### config.mk
export PLATFORM = sky130hd
export DESIGN_NAME = multichunk_add_seq
export DESIGN_NICKNAME = d
export VERILOG_FILES = /design/src/rtl/multichunk_add_seq.sv
export SDC_FILE = /design/constraint.sdc
export NUM_CORES = 1
export LEC_CHECK = 0
export ABC_AREA = 1
export BUFFER_PORTS_ARGS = -buffer_cell sky130_fd_sc_hd__buf_2
export CELL_PAD_IN_SITES_DETAIL_PLACEMENT = 1
export CELL_PAD_IN_SITES_GLOBAL_PLACEMENT = 1
export CORE_AREA = 2 2 123 173
export CTS_BUF_LIST = sky130_fd_sc_hd__clkbuf_4
export DETAILED_ROUTE_END_ITERATION = 12
export DIE_AREA = 0 0 125 175
export GPL_ROUTABILITY_DRIVEN = 0
export HOLD_SLACK_MARGIN = 0.02
export PLACE_DENSITY = 0.64
export RECOVER_POWER = 25
export SYNTH_ARGS = -nofsm -noshare
export SYNTH_HDL_FRONTEND = slang
export SYNTH_SLANG_ARGS = --single-unit
### constraint.sdc
create_clock -name clk -period 6.8 [get_ports clk]
set_input_delay 1.36 -clock clk [delete_from_list [all_inputs] [get_ports clk]]
set_output_delay 1.36 -clock clk [all_outputs]
set_load 0.03 [all_outputs]
### src/rtl/multichunk_add_seq.sv
// Chunk-serial adder/subtractor: streams a WIDTH-bit add through a CHUNK-bit
// carry-select slice, one slice per clock, with valid/ready on both sides.

module cs_add_slice #(
  parameter int W = 8
) (
  input  logic [W-1:0] a,
  input  logic [W-1:0] b,
  input  logic         ci,
  output logic [W-1:0] s,
  output logic         co
);
  localparam int LO = W / 2;
  localparam int HI = W - LO;

  logic [LO:0] lo_sum;
  logic [HI:0] hi_c0, hi_c1;

  // Upper half is precomputed for both carries and picked by the lower carry.
  assign lo_sum = {1'b0, a[LO-1:0]} + {1'b0, b[LO-1:0]} + {{LO{1'b0}}, ci};
  assign hi_c0  = {1'b0, a[W-1:LO]} + {1'b0, b[W-1:LO]};
  assign hi_c1  = {1'b0, a[W-1:LO]} + {1'b0, b[W-1:LO]} + {{HI{1'b0}}, 1'b1};

  assign {co, s} = lo_sum[LO] ? {hi_c1, lo_sum[LO-1:0]} : {hi_c0, lo_sum[LO-1:0]};
endmodule

module multichunk_add_seq #(
  parameter int WIDTH = 32,
  parameter int CHUNK = 8
) (
  input  logic             clk,
  input  logic             rst,
  input  logic             in_valid,
  output logic             in_ready,
  input  logic [WIDTH-1:0] a,
  input  logic [WIDTH-1:0] b,
  input  logic             cin,
  input  logic             sub,
  output logic             out_valid,
  input  logic             out_ready,
  output logic [WIDTH-1:0] sum,
  output logic             cout,
  output logic             ovf,
  output logic             busy
);
  localparam int NCH  = WIDTH / CHUNK;
  localparam int IDXW = (NCH > 1) ? $clog2(NCH) : 1;
  localparam logic [IDXW-1:0] LAST = IDXW'(NCH - 1);

  typedef enum logic [1:0] {IDLE, RUN, DONE} state_t;

  state_t                      state_q, state_d;
  logic [IDXW-1:0]             idx_q, idx_d;
  logic [NCH-1:0][CHUNK-1:0]   a_q, a_d;
  logic [NCH-1:0][CHUNK-1:0]   b_q, b_d;
  logic [NCH-1:0][CHUNK-1:0]   sum_q, sum_d;
  logic                        carry_q, carry_d;
  logic                        cout_q, cout_d;
  logic                        ovf_q, ovf_d;

  logic [CHUNK-1:0]            sl_s;
  logic                        sl_co;

  cs_add_slice #(.W(CHUNK)) u_slice (
    .a  (a_q[idx_q]),
    .b  (b_q[idx_q]),
    .ci (carry_q),
    .s  (sl_s),
    .co (sl_co)
  );

  always_comb begin
    state_d = state_q;
    idx_d   = idx_q;
    a_d     = a_q;
    b_d     = b_q;
    sum_d   = sum_q;
    carry_d = carry_q;
    cout_d  = cout_q;
    ovf_d   = ovf_q;
    case (state_q)
      IDLE: begin
        if (in_valid) begin
          // b_q holds the effective operand so the slice only ever adds.
          a_d     = a;
          b_d     = sub ? ~b : b;
          carry_d = sub ? 1'b1 : cin;
          idx_d   = '0;
          state_d = RUN;
        end
      end
      RUN: begin
        sum_d[idx_q] = sl_s;
        carry_d      = sl_co;
        idx_d        = idx_q + 1'b1;
        if (idx_q == LAST) begin
          cout_d  = sl_co;
          ovf_d   = (a_q[NCH-1][CHUNK-1] == b_q[NCH-1][CHUNK-1]) &&
                    (sl_s[CHUNK-1] != a_q[NCH-1][CHUNK-1]);
          idx_d   = '0;
          state_d = DONE;
        end
      end
      DONE: begin
        if (out_ready) state_d = IDLE;
      end
      default: state_d = IDLE;
    endcase
  end

  always_ff @(posedge clk) begin
    if (rst) begin
      state_q <= IDLE;
      idx_q   <= '0;
      a_q     <= '0;
      b_q     <= '0;
      sum_q   <= '0;
      carry_q <= 1'b0;
      cout_q  <= 1'b0;
      ovf_q   <= 1'b0;
    end else begin
      state_q <= state_d;
      idx_q   <= idx_d;
      a_q     <= a_d;
      b_q     <= b_d;
      sum_q   <= sum_d;
      carry_q <= carry_d;
      cout_q  <= cout_d;
      ovf_q   <= ovf_d;
    end
  end

  // All handshake outputs are pure state decodes: no input-to-output paths.
  assign in_ready  = (state_q == IDLE);
  assign out_valid = (state_q == DONE);
  assign busy      = (state_q != IDLE);
  assign sum       = sum_q;
  assign cout      = cout_q;
  assign ovf       = ovf_q;
endmodule

==> reports/summary.txt <==
Post-synth EDFFs - 0
Post-DRT Antenna Nets - 0
worst hold path class - register to register
Tot GR Track Use - 13.2%
DR vias - 4242
vias per cell - 4.40
RSZ-0062 raised after global routing - false
number of global-route vias before repair - 4164
Internal Pwr Total - 0.929 mW
Worst-Margin Slew - 2.43 ns
CTS Buf Count - 9
setup bufs post-CTS - 0
DRC Markers - 0
clock sink count - 103
Flop pwr share - 47.0%
Reg clk slew, reported paths - 0.16 ns
Seq/Total Area, Yosys - 41.1%
final-report hold violation count - 0
Synth async-reset ratio - 0%
initial DRC count - 191
final WL - 14400 um
Slew HR - -62.0%
gr ovfl total - 0
# fillers - 2497
Pleak - 2.47 nW
combinational power share - 25.8%
net load switching power - 0.502 mW
CP max FO - 68
layout cells sized above 1 - 20.1%
Synth Register Bits - 103
clock tree buffer depth - 2
CTS tree - built
Required @ worst endpoint - 7.25 ns
Final period util - 64.9%
Pre-antenna DRT Iters - 4
number of library cell types mapped by synthesis - 30
first-pass GRT wire length - 22700 um
tightest hold margin - 0.471 ns
area leader, netlist - dfxtp_1
cells after synthesis - 624
area of the multi-input gates - 0.00252 mm^2
Synth top cells by count - nor2_1, dfxtp_1, o21ai_0
Horiz. Die Dim - 125 um
Final Max Tran Viols - 106
Max Clock Freq - 227 MHz
IO buf count - 106
critical path endpoint category - register
worst-skew pair later-pin latency - 0.51 ns
# IOs - 107
Setup crit start kind - input pin
maxcap violations - 2
Post-CTS Hold Buffers - 0
failing checks - max-capacitance violations, max-slew violations
Layout Nets - 788
initial antenna violation count - 1
synth warn - 0
syn_nets - 709
Clock Root Buffer - clkbuf_4
Max VDD drop - 104 uV
synth top area cells - dfxtp_1, nor2_1, a211oi_2
cell area after synthesis - 0.00502 mm^2
routed wire length per instance - 14.9 um
CP arrival - 4.86 ns
outcome - finished, violations left
die area - 0.0219 mm^2
prevailing post-synth register cell - dfxtp_1
row count - 62
die height - 175 um
Setup Total Neg Slack - 0 ns
clock group share of total power - 27.2%
pwr/cell area - 246 mW/mm^2
# setup viols final - 0
critical path type - input pin to register
Initial Util - 24.7%
Core ar. - 0.0203 mm^2
Synth Area per Inst - 8.04 um^2
count leader, synth - nor2_1
area growth from synthesis to layout - 15.7%
clk_skew - 0.0225 ns
H-tree depth - 3
DPL Wire Length - 10400 um
top cell type's share of synthesized area - 41.1%
min Tclk post-route - 4.41 ns
CTS resizes - 0
Sw Share - 35.1%
Reg area - 0.00206 mm^2
pin count of the biggest net entering global routing - 69
[sequential cells by signal (all words and copies together), names as in the netlist]
| name | flops |
|---|---|
| a_q | 32 |
| b_q | 32 |
| sum | 32 |
| idx_q | 2 |
| state_q | 2 |
| carry_q | 1 |
| cout | 1 |
| ovf | 1 |
[cells in the final DEF (no fill, tap or decap), drive strengths merged, types with 30 or more instances in the layout]
cell type  netlist  layout
a211oi          30      30
a21oi           31      31
buf             25      81
clkbuf          18      39
dfxtp          103     103
inv             50      52
nand2           48      48
nor2           130     130
o21ai           92      92
xnor2           30      30
[layout make-up]
class / count / share of cell area [%]
Tap cell: 256 / 5.52
Timing Repair Buffer: 111 / 9.10
Clock inverter: 7 / 1.96
Clock buffer: 9 / 1.16
Multi-Input combinational cell: 428 / 43.5
Inverter: 50 / 3.23
Antenna cell: 1 / 0.0431
Sequential cell: 103 / 35.5
[power by group through the flow]
stage          Clock (mW)  Combinational (mW)  Sequential [mW]
6_report            0.389               0.369            0.673
5_1_grt             0.427               0.417            0.680
4_1_cts             0.406               0.379            0.674
3_5_place_dp            0               0.377            0.686
3_3_place_gp            0               0.370            0.686
2_1_floorplan           0               0.251            0.696
[routing by layer]
metal	vias to the layer above	part of all wire [%]	GRT usage, %
met5	-	0	0
met4	0	1.7	5.14
met3	12	3.0	1.96
met2	72	49	22.7
met1	1943	46	16.5
li1	2215	-	-
[logic make-up after synthesis]
family	synth area share (%)
buf+inv	8.61
fa+ha+maj	4.19
compound gates	24.5
xor+xnor	6.11
flops	41.1
simple gates	15.4
[worst max-delay path: stages]
cell      delay, ns
clkbuf_1       0.85
inv_1          0.22
clkbuf_1       1.74
o21ai_0        0.34
o21bai_1       0.28
inv_1          0.06
[stage by stage]
stage	setup slack (ns)	power [mW]	utilization, %	area (um^2)	instances
after floorplan	4.26	0.948	-	5020	624
after global placement	3.15	1.06	27.9	5660	948
after detailed placement	3.02	1.06	27.9	5660	948
after CTS	3.46	1.46	28.7	5840	964
after global routing	1.71	1.52	28.6	5800	965
final	2.39	1.43	28.6	5800	965
[worst paths after layout]
| kind | cells after the start | slack [ns] | to | from |
|---|---|---|---|---|
| worst min register to register | 2 | 0.47 | b_q[0] | b_q[0] |
| worst max-delay path | 6 | 2.39 | sum[30] | rst |
| worst min-delay path | 2 | 0.47 | b_q[0] | b_q[0] |
| worst max register to register | 12 | 3.50 | sum[29] | idx_q[1] |
Note: power is estimated with default switching activity, not from simulation.
